`src/rtl/pc_sequencer.sv`:
```
// pc_sequencer: owns the program counter and chooses the next fetch address.
// The fetch address advances sequentially, or it is redirected by a branch, a
// jump (J/JAL) or a jump-register (JR). After every redirect the IF/ID stage is
// flushed for a fixed number of bubbles. The PC is held while the pipeline
// stalls. Jump targets come from an external 26-to-32-bit concatenation unit,
// which this block also drives.
module pc_sequencer #(
    parameter logic [31:0] RESET_VEC    = 32'h0000_0000,
    parameter int unsigned FLUSH_CYCLES = 2
) (
    input  logic        Clk,
    input  logic        Rst,
    input  logic        stall_i,
    input  logic        br_taken_i,
    input  logic [15:0] br_imm_i,
    input  logic        j_req_i,
    input  logic [25:0] j_index_i,
    input  logic        jr_req_i,
    input  logic [31:0] jr_addr_i,
    output logic [25:0] conc_main_o,
    output logic [5:0]  conc_hi_o,
    input  logic [31:0] conc_result_i,
    output logic [31:0] pc_o,
    output logic [31:0] pc_plus4_o,
    output logic        fetch_valid_o,
    output logic        flush_o,
    output logic        misalign_o
);

    // Value loaded into the bubble counter when a redirect is taken (1..7).
    localparam logic [2:0] FLUSH_LOAD = 3'(FLUSH_CYCLES);

    typedef enum logic [1:0] {
        BOOT  = 2'd0,
        RUN   = 2'd1,
        FLUSH = 2'd2
    } seq_state_t;

    seq_state_t  state;
    logic [31:0] pc;
    logic [2:0]  flush_cnt;
    logic        fetch_valid;
    logic        flush;
    logic        misalign;

    logic [31:0] pc_plus4;
    logic [31:0] branch_offset;
    logic [31:0] branch_target;
    logic [31:0] raw_target;
    logic [31:0] aligned_target;
    logic        target_misaligned;
    logic        redirect;

    // Sequential address, sign-extended word-offset branch target, and the
    // concatenation unit feed. All additions wrap modulo 2^32.
    always_comb begin
        pc_plus4      = pc + 32'd4;
        branch_offset = {{14{br_imm_i[15]}}, br_imm_i, 2'b00};
        branch_target = pc_plus4 + branch_offset;
    end

    // Redirect target selection: JR wins over J/JAL, and J/JAL wins over a taken
    // branch. A misaligned target is forced onto a word boundary and flagged.
    always_comb begin
        redirect   = jr_req_i | j_req_i | br_taken_i;
        raw_target = pc_plus4;
        if (jr_req_i) begin
            raw_target = jr_addr_i;
        end else if (j_req_i) begin
            raw_target = conc_result_i;
        end else if (br_taken_i) begin
            raw_target = branch_target;
        end
        aligned_target    = raw_target & ~32'h3;
        target_misaligned = |raw_target[1:0];
    end

    // Sequencer FSM. It holds the PC, the bubble counter and the registered
    // status outputs. A redirect takes priority over a stall.
    always_ff @(posedge Clk) begin
        if (Rst) begin
            state       <= BOOT;
            pc          <= RESET_VEC;
            flush_cnt   <= 3'd0;
            fetch_valid <= 1'b0;
            flush       <= 1'b0;
            misalign    <= 1'b0;
        end else begin
            case (state)
                BOOT: begin
                    state       <= RUN;
                    fetch_valid <= 1'b1;
                    flush       <= 1'b0;
                    misalign    <= 1'b0;
                end
                RUN, FLUSH: begin
                    if (redirect) begin
                        pc          <= aligned_target;
                        flush_cnt   <= FLUSH_LOAD;
                        state       <= FLUSH;
                        flush       <= 1'b1;
                        fetch_valid <= 1'b0;
                        misalign    <= target_misaligned;
                    end else begin
                        misalign <= 1'b0;
                        if (!stall_i) begin
                            pc <= pc_plus4;
                        end
                        if (state == FLUSH) begin
                            if (flush_cnt <= 3'd1) begin
                                flush_cnt   <= 3'd0;
                                state       <= RUN;
                                flush       <= 1'b0;
                                fetch_valid <= 1'b1;
                            end else begin
                                flush_cnt   <= flush_cnt - 3'd1;
                                flush       <= 1'b1;
                                fetch_valid <= 1'b0;
                            end
                        end else begin
                            fetch_valid <= 1'b1;
                            flush       <= 1'b0;
                        end
                    end
                end
                default: begin
                    state       <= BOOT;
                    flush_cnt   <= 3'd0;
                    fetch_valid <= 1'b0;
                    flush       <= 1'b0;
                    misalign    <= 1'b0;
                end
            endcase
        end
    end

    // Output drive. The concatenation unit is fed every cycle, whether or not a
    // jump is requested.
    always_comb begin
        conc_main_o   = j_index_i;
        conc_hi_o     = pc_plus4[31:26];
        pc_o          = pc;
        pc_plus4_o    = pc_plus4;
        fetch_valid_o = fetch_valid;
        flush_o       = flush;
        misalign_o    = misalign;
    end

endmodule

```
`config.mk`:
```
export PLATFORM = sky130hd
export DESIGN_NAME = pc_sequencer
export DESIGN_NICKNAME = d
export VERILOG_FILES = /design/src/rtl/pc_sequencer.sv
export SDC_FILE = /design/constraint.sdc
export NUM_CORES = 1
export LEC_CHECK = 0
export CORE_UTILIZATION = 40
export CTS_CLUSTER_DIAMETER = 120
export CTS_CLUSTER_SIZE = 24
export DETAILED_ROUTE_END_ITERATION = 16
export PLACE_DENSITY = 0.91
export SETUP_SLACK_MARGIN = 0.3
export SYNTH_ARGS = -nofsm -noshare
export SYNTH_HDL_FRONTEND = slang
export SYNTH_SLANG_ARGS = --single-unit
```
`constraint.sdc`:
```
create_clock -name Clk -period 3.53 [get_ports Clk]
set_input_delay 0.706 -clock Clk [delete_from_list [all_inputs] [get_ports Clk]]
set_output_delay 0.706 -clock Clk [all_outputs]
set_load 0.05 [all_outputs]
```
==> key figures, run 1 <==
Run status
  • Run status: finished, final reports clean

Finish
  • Design Area, Final: 0.00859 mm^2
  • Syn-to-layout area delta: 75.0%
  • Ant diodes: 0
  • Number of nets in the layout: 1052
  • Most frequent cells in the layout: clkdlybuf4s50_1 (130), buf_4 (125), nand2_1 (58)
  • Fill cells: 806
  • Layout cell share with drive strength beyond 1: 0.341
  • Most common cell after layout, fill and taps aside: clkdlybuf4s50_1

Floorplanning
  • DIE WIDTH: approximately 110 um
  • Die Y: 113 um
  • Die area: 0.0127 mm^2
  • Row cnt: 40
  • Core box area: 0.0120 mm^2
  • Initial Utilization: 0.409
  • I/O Pins: 211

Critical path
  • CP Data Required Time: around 3.7 ns
  • Worst reg-to-reg path cell count: 14
  • CP Class: reg2reg
  • CP Capture Type: register
  • Reg-to-Reg End: pc_o[30]
  • Worst Path Max Fanout: 6
  • Reg-to-reg critical path startpoint: pc_o[3]
  • Startpoint types: register
  • Crit path DAT: ~3.6 ns
  • Worst reg-to-reg setup slack: 0.14 ns

Yosys
  • Synth unique cells: 73
  • Syn avg cell area: 7.25 um^2
  • #FFs+latches synth: 38
  • Seq/Total Area, Yosys: 0.155
  • Synth Warn #: 0
  • Area contributors post-synth: dfxtp_1 (15%), ha_1 (11%), a21oi_1 (6.0%)
  • Cell area after synthesis: slightly below 0.005 mm^2
  • EDFF count, synth: 0
  • FFs w/ async S/R, synth: 0
  • Post-synth top flop: dfxtp_1
  • Synth area leader: dfxtp_1
  • Post-synth top area share: 0.155
  • Cells after Synth: 677

Pwr
  • Leak: 3.57 nW
  • P per Cell Area: 759 mW/mm^2
  • Final Power: 6.52 mW
  • Max VDD drop: between 0.4 and 0.5 mV

Flow run
  • Max-cap check violation count: 0

STA
  • Tcrit/Tclk final: 0.961
  • Final Worst Setup Slack: approximately 0.14 ns
  • Final Hold Fails: 0
  • Post-layout min period: 3.39 ns
  • WHS: 0.512 ns
  • Fin. max-slew vios: 0
  • Worst clock skew: 0.00504 ns
  • RSZ-0062 raised after global routing: true
  • Worst-Margin Slew: 0.537 ns
  • Final setup fails: 0
  • Fmax achieved: 295 MHz
  • Headroom to the max-slew limit: 0.633

Global route
  • Met1 global-route usage: 0.400
  • M3 GR Usage: 0.0541
  • Initial antenna violation count: 0
  • Largest net degree at the start of global routing: 26
  • First-pass GRT wire length: around 32000 um
  • Vias in the first global route: 6181
  • Total GRT Usage: 0.318
  • GRT busiest layer: met2
  • GR Overflow Total: 0
  • Met2 Track Usage GR: 0.536

Detailed routing
  • Total Wirelength: 23100 um
  • 1st-iter DRT viols: 772
  • DR vias/cell: approximately 6.4
  • Routed len/inst: approximately 22 um
  • TritonRoute pass-1 iters: 8
  • Number of antenna-violating nets in the routed design: 0
  • Vias: 6735
  • DRC violation count after routing: 0

CTS
  • Hold_buf cts: 0
  • H-tree levels: 2
  • CTS clock-pin slew for the worst setup and hold paths: 0.06 ns
  • Clock tree sinks: 38
  • CTS tree: built
  • CTS buffer count: 5
  • Clock buffer depth: 2
  • CTS root buf: clkbuf_16
  • Clock Latency Late Sink: 0.28 ns

Placed design
  • Cell Area, Placed: 0.00743 mm^2
  • PortBufs: 154
  • Detail Placement HPWL: 15600 um
  • Final GP Congestion: 1.00
  • Pre-CTS setup slack: -0.0701 ns

Worst hold path
  • Worst Hold End: flush_cnt[2]
  • Min-delay src: flush_cnt[2]
  • Min-Delay Path Class: reg2reg
  • Worst Hold Path Cells: 2
## cells by family after synthesis
| group | count (synthesis) | share of synthesized area |
|---|---|---|
| AO/OA/AOI/OAI | 229 | 0.309 |
| AND/OR/NAND/NOR | 229 | 0.232 |
| buffers and inverters | 84 | 0.0925 |
| XOR/XNOR | 49 | 0.0912 |
| adder cells (fa/ha/maj) | 43 | 0.111 |
| flip-flops | 38 | 0.155 |
| multiplexers | 4 | 0.00816 |
| other | 1 | 0.000764 |
## Yosys cell counts (all sizes together), types with 3 or more instances
library cell  count
o21a              7
or3               5
and3             12
clkbuf           28
inv              15
a31oi             9
nor2b             6
and4              5
a21oi            59
o32ai             5
a221oi            3
buf              40
o221ai           11
a2111oi           4
a311oi            5
a21o             19
a32oi             3
ha               42
nor4              3
dfxtp            38
xor2             24
o211ai            4
a211oi           10
nand4            12
mux2i             4
a22oi             3
nor2             61
o21bai            3
nand3            29
nor3             15
and2              5
xnor2            25
or2               4
o22ai            11
o21ai            47
nand2b            3
nand2            64
## worst max-delay path, stage by stage, from the launching register on
cell,delay (ns)
dfxtp_4,0.41
ha_4,0.15
inv_2,0.05
or2_4,0.25
buf_4,0.16
xnor2_4,0.22
ha_4,0.26
and4_1,0.22
a21oi_2,0.19
nand2_1,0.12
a31o_2,0.27
a41o_1,0.27
or4_1,0.46
a31oi_1,0.17
o41ai_1,0.07
## power breakdown
part	total, mW	switching (mW)	internal (mW)
clock	0.481	0.200	0.281
combinational	5.16	3.09	2.06
sequential	0.884	0.260	0.625
total	6.52	3.55	2.97
## sequential cells by signal (all words and copies together), names as in the netlist
| register | count |
|---|---|
| pc_o | 30 |
| misalign_o | 1 |
| flush_cnt | 3 |
| state | 2 |
| flush_o | 1 |
| fetch_valid_o | 1 |
## layer usage
metal / vias to the layer above / part of all wire / wire length, um
met3: 159 / 0.11 / 2550
li1: 2916 / - / -
met5: - / 0 / 0
met1: 3111 / 0.37 / 8570
met2: 549 / 0.46 / 10600
met4: 0 / 0.058 / 1340
## worst max path at each step
| stage | from | endpoint | slack (ns) | cells past startpoint |
|---|---|---|---|---|
| after floorplan | pc_o[24] | pc_o[30] | -0.15 | 11 |
| after global placement | br_imm_i[0] | pc_o[30] | -0.06 | 11 |
| after detailed placement | br_imm_i[0] | pc_o[30] | -0.07 | 11 |
| after CTS | pc_o[7] | pc_o[30] | 0.18 | 15 |
| after global routing | pc_o[2] | pc_o[22] | 0.07 | 16 |
| final | pc_o[3] | pc_o[30] | 0.14 | 14 |
## metrics by stage
stage               cells  TNS [ns]   util
global placement      994   -0.0646  0.619
global route         1045         0  0.715
finish               1045         0  0.715
detailed placement    994    -0.210  0.619
CTS                  1029         0  0.672
floorplan             680    -0.423      -
## cell type report
class | count | area, um^2 | area share
clock buffers | 6 | 139 | 0.0162
clock inverters | 2 | 12.5 | 0.00146
inverters | 16 | 60.1 | 0.00699
multi-input cells | 558 | 4870 | 0.567
flip-flops and latches | 38 | 825 | 0.0960
well taps | 147 | 184 | 0.0214
repair buffers | 278 | 2500 | 0.291
## timing repair
| action | CTS | global route |
|---|---|---|
| gates resized for setup | 64 | 76 |
| setup buffers | 27 | 16 |
| pin swaps | 29 | 52 |
| endpoints found under the setup margin | 26 | 19 |
(Power assumes the default switching activity.)
==> inputs of run 2 (changes only) <==
SKIP_CTS_REPAIR_TIMING = 1   (was unset)
==> key figures, run 2 (synthesis gave the netlist of run 1 again) <==
CTS
  • Clock Latency Late Sink: 0.30 ns
  • CTS clock-pin slew for the worst setup and hold paths: 0.07 ns
  • CTS tree: built
  • CTS root buf: clkbuf_16
  • CTS buffer count: 5
  • H-tree levels: 2
  • Clock buffer depth: 2
  • Clock tree sinks: 38

Pwr
  • Switching Share: 0.544
  • Clock power share: 0.075
  • Sw power: 3.60 mW
  • P per Cell Area: between 700 and 800 mW/mm^2
  • Final Power: 6.61 mW
  • Leak: ~3.7 nW
  • Sequential share of power: 0.138
  • Combinational power share: 0.787
  • Int Pwr: slightly above 3 mW
  • Max VDD drop: between 0.4 and 0.5 mV

Critical path
  • Crit. path cell count: 15
  • Most Frequent Cell on Critical Path: o31ai_4
  • Worst Path Max Fanout: 5
  • CP Data Required Time: 3.70 ns
  • Reg-to-reg critical path startpoint: pc_o[5]
  • Crit-path cells: nand4_4 -> or2_4 -> nor2_4 -> and3_4 -> xor2_4 -> ha_4 -> a21o_1 -> a21oi_4 -> nand2_2 -> o31ai_4 -> o31ai_4 -> buf_4 -> a211oi_1 -> o21ai_1 -> o2bb2ai_1
  • CP Class: reg2reg
  • CP delay by family, top: compound AO/OA/AOI/OAI gates
  • Reg-to-Reg End: pc_o[24]
  • Crit path largest cell delay: around 0.37 ns
  • Setup crit end: pc_o[24]
  • Worst reg-to-reg path cell count: 15
  • Crit path DAT: 3.84 ns
  • Worst path bufs/invs: 1
  • CP Capture Type: register
  • Worst Setup SP: pc_o[5]
  • Worst reg-to-reg setup slack: -0.14 ns
  • Slowest-stage cell, CP: dfxtp_4
  • Startpoint types: register

Floorplanning
  • Core box area: approximately 0.012 mm^2
  • DIE WIDTH: approximately 110 um
  • Die area: 0.0127 mm^2
  • Die Y: 113 um
  • I/O Pins: around 210
  • Row cnt: 40
  • Initial Utilization: 0.409

Placed design
  • Detail Placement HPWL: 15600 um
  • Pre-CTS setup slack: -0.0701 ns
  • Final GP Congestion: between 1 and 1.5
  • Cell Area, Placed: 0.00743 mm^2
  • PortBufs: 154

Global route
  • GR Overflow Total: 0
  • Initial antenna violation count: 0
  • Vias in the first global route: 5858
  • Total GRT Usage: 0.304
  • Largest net degree at the start of global routing: 26
  • First-pass GRT wire length: 30400 um

Worst hold path
  • Min-Delay Path Class: reg2reg

STA
  • Worst-Margin Slew: 0.561 ns
  • Final Hold Fails: 0
  • Post-layout min period: 3.67 ns
  • RSZ-0062 raised after global routing: true
  • Final Worst Setup Slack: -0.145 ns
  • Fmax achieved: 272 MHz
  • Final setup fails: 2
  • Worst clock skew: 0.0130 ns
  • Fin. max-slew vios: 0
  • Tcrit/Tclk final: 1.04
  • Headroom to the max-slew limit: 0.616
  • TNS Setup: -0.148 ns

Run status
  • Run status: finished, violations left
  • Failing checks: setup timing

Finish
  • Max reg flops: 30
  • Most common cell after layout, fill and taps aside: buf_4
  • Most frequent cells in the layout: buf_4 (134), clkdlybuf4s50_1 (131), nand2_1 (57)
  • Layout cell share with drive strength beyond 1: 0.338
  • Ant diodes: 0
  • Syn-to-layout area delta: 75.7%
  • Design Area, Final: 0.00862 mm^2
  • Number of nets in the layout: between 1000 and 1500

Detailed routing
  • 1st-iter DRT viols: 929
  • Number of antenna-violating nets in the routed design: 0
  • Vias: around 6800
  • DR vias/cell: 6.46
  • Routed len/inst: around 23 um
  • Total Wirelength: 23900 um
  • TritonRoute pass-1 iters: 6
  • DRC violation count after routing: 0

Flow run
  • Max-cap check violation count: 0
==> run 2: metrics by stage <==
step | hold slack (ns) | std cells | utilization
detailed placement | 0.495 | 994 | 0.619
global route | 0.525 | 1051 | 0.718
global placement | 0.472 | 994 | 0.619
CTS | 0.506 | 1002 | 0.631
floorplan | 0.454 | 680 | -
finish | 0.507 | 1051 | 0.718
==> run 2: worst min path at each step <==
stage | from | end | slack [ns] | cells past startpoint
2_1_floorplan | flush_cnt[1] | flush_cnt[1] | 0.45 | 2
3_3_place_gp | flush_cnt[1] | flush_cnt[1] | 0.47 | 2
3_5_place_dp | flush_cnt[2] | flush_cnt[2] | 0.49 | 2
4_1_cts | flush_cnt[2] | flush_cnt[2] | 0.51 | 2
5_1_grt | pc_o[16] | pc_o[16] | 0.53 | 2
6_report | flush_cnt[1] | flush_cnt[1] | 0.51 | 2
==> run 2: per-layer routing <==
layer | part of all wire | global-route usage
met1 | 0.36 | 0.384
met2 | 0.46 | 0.506
met3 | 0.12 | 0.0616
met4 | 0.067 | 0.124
met5 | 0 | 0
==> run 2: worst min-delay path, stage by stage, from the launching register on <==
cell	delay (ns)
dfxtp_1	0.33
a32oi_1	0.07
nor2_1	0.08
==> run 2: final cells by class <==
| type | instances | area (um^2) |
|---|---|---|
| clock inverter | 2 | 12.5 |
| sequential | 38 | 825 |
| timing repair buffer | 284 | 2590 |
| tap | 147 | 184 |
| multi-input combinational | 558 | 4820 |
| clock buffer | 6 | 139 |
| fill | 805 | 3390 |
| inverter | 16 | 60.1 |
==> run 2: power by group through the flow <==
stage	logic [mW]	clock network (mW)	registers, mW
finish	5.21	0.494	0.914
global route	5.42	0.504	0.935
CTS	4.38	0.479	0.915
detailed placement	4.36	0	0.923
global placement	4.31	0	0.917
floorplan	2.52	0	1.39
==> inputs of run 3 (changes only) <==
HOLD_SLACK_MARGIN = 0.1   (was unset)
REMOVE_ABC_BUFFERS = 1   (was unset)
==> key figures, run 3 (synthesis gave the netlist of run 1 again) <==
Pwr
  • Sw power: 3.39 mW
  • Leak: approximately 3.4 nW
  • Sequential share of power: 0.126
  • Switching Share: 0.528
  • Max VDD drop: about 0.46 mV
  • P per Cell Area: around 810 mW/mm^2
  • Int Pwr: 3.03 mW
  • Clock power share: 0.097
  • Combinational power share: 0.777

STA
  • Tcrit/Tclk final: 1.01
  • Post-layout min period: 3.55 ns
  • Worst-Margin Slew: 0.534 ns
  • Headroom to the max-slew limit: 0.643
  • Fin. max-slew vios: 0
  • Final setup fails: 1
  • Worst clock skew: 0.00809 ns
  • Fmax achieved: 282 MHz
  • WHS: 0.514 ns
  • Final Worst Setup Slack: -0.0188 ns
  • Final Hold Fails: 0
  • RSZ-0062 raised after global routing: true

CTS
  • H-tree levels: 2
  • Clock tree sinks: 38
  • Clock buffer depth: 2
  • CTS buffer count: 5
  • CTS clock-pin slew for the worst setup and hold paths: roughly 0.07 ns
  • CTS root buf: clkbuf_16
  • CTS tree: built
  • Clock Latency Late Sink: a little under 0.3 ns

Critical path
  • CP Data Required Time: 3.70 ns
  • Crit-path cells: ha_4 -> nand3_2 -> nor2_2 -> buf_4 -> buf_4 -> xor2_1 -> ha_1 -> a21oi_2 -> o21ai_2 -> a21o_1 -> a31o_2 -> a41o_1 -> or4_1 -> a31oi_1 -> o41ai_1
  • Worst Setup SP: pc_o[2]
  • Worst path bufs/invs: 2
  • Crit path DAT: ~3.7 ns
  • Slowest-stage cell, CP: or4_1
  • Crit path largest cell delay: 0.46 ns
  • Reg-to-reg critical path startpoint: pc_o[2]
  • Startpoint types: register
  • CP Capture Type: register
  • Most Frequent Cell on Critical Path: buf_4
  • CP Class: reg2reg
  • CP delay by family, top: compound AO/OA/AOI/OAI gates
  • Worst Path Max Fanout: 4

Run status
  • Failing checks: setup timing
  • Run status: finished, violations left

Detailed routing
  • DRC violation count after routing: 0
  • Routed len/inst: 22.2 um
  • DR vias/cell: 6.47
  • TritonRoute pass-1 iters: 8
  • 1st-iter DRT viols: about 720
  • Vias: 6802
  • Number of antenna-violating nets in the routed design: 0
  • Total Wirelength: around 23000 um

Finish
  • Layout cell share with drive strength beyond 1: 0.277
  • Most frequent cells in the layout: buf_4 (143), clkdlybuf4s50_1 (128), nand2_1 (60)
  • Syn-to-layout area delta: 61.5%
  • Ant diodes: 0
  • Register area: 786 um^2
  • Most common cell after layout, fill and taps aside: buf_4
  • Number of nets in the layout: roughly 1100
  • Fill cells: 873
  • Area of the multi-input gates: 0.00410 mm^2
  • Max reg flops: 30

Global route
  • GR Overflow Total: 0
  • Largest net degree at the start of global routing: 35
  • Initial antenna violation count: 0
  • Total GRT Usage: 0.330
  • Vias in the first global route: 6300
  • First-pass GRT wire length: 32800 um

Floorplanning
  • I/O Pins: 211
  • Core box area: 0.0120 mm^2
  • Row cnt: 40
  • Die area: approximately 0.013 mm^2
  • DIE WIDTH: 113 um
  • Die Y: 113 um
  • Initial Utilization: 0.409

Flow run
  • Max-cap check violation count: 0

Placed design
  • Pre-CTS setup slack: -0.0781 ns
  • Detail Placement HPWL: 16400 um
  • Final GP Congestion: roughly 1
  • PortBufs: 154

Worst hold path
  • Min-delay src: flush_cnt[1]
  • Min-Delay Path Class: reg2reg
## run 3: final cells by class
| cell class | count | share of cell area |
|---|---|---|
| clock inverter | 3 | 0.00868 |
| inverter | 16 | 0.00757 |
| clock buffer | 5 | 0.0158 |
| tap | 147 | 0.0232 |
| timing repair buffer | 284 | 0.329 |
| multi-input combinational | 558 | 0.517 |
| sequential | 38 | 0.0991 |
## run 3: through the flow
step / utilization / total power, mW / instances / setup TNS, ns / instance area, um^2
5_1_grt: 0.660 / 6.67 / 1051 / -0.514 / 7930
2_1_floorplan: - / 3.42 / 612 / -22.54 / 4530
6_report: 0.660 / 6.43 / 1051 / -0.0188 / 7930
3_3_place_gp: 0.603 / 5.25 / 1034 / -0.0130 / 7250
4_1_cts: 0.620 / 5.95 / 1042 / -0.0750 / 7440
3_5_place_dp: 0.603 / 5.32 / 1034 / -0.110 / 7250
## run 3: path summary, 6_finish.rpt
check / to / slack, ns / cells after the start
max: pc_o[30] / -0.02 / 15
max reg2reg: pc_o[30] / -0.02 / 15
min: flush_cnt[1] / 0.51 / 2
min reg2reg: flush_cnt[1] / 0.51 / 2
## run 3: per-layer routing
metal / GRT usage / up-vias / wire length (um)
met5: 0.0431 / - / 72
met4: 0.155 / 2 / 1420
met3: 0.107 / 164 / 3080
met2: 0.509 / 609 / 10100
met1: 0.413 / 3105 / 8650
li1: - / 2922 / -
## run 3: power groups by stage
stage / sequential, mW / clock, mW / combinational (mW)
after floorplan: 1.26 / 0 / 2.15
after global placement: 0.757 / 0 / 4.49
after detailed placement: 0.761 / 0 / 4.56
after CTS: 0.755 / 0.610 / 4.58
after global routing: 0.823 / 0.628 / 5.22
final: 0.810 / 0.621 / 5.00
## run 3: worst reg2reg max path: cells and delay by family, from the launching register on
kind | cells | cell delay [ns]
buf+inv | 2 | 0.26
flops | 1 | 0.40
xor+xnor | 1 | 0.21
simple gates | 3 | 0.83
compound gates | 7 | 1.25
fa+ha+maj | 2 | 0.48
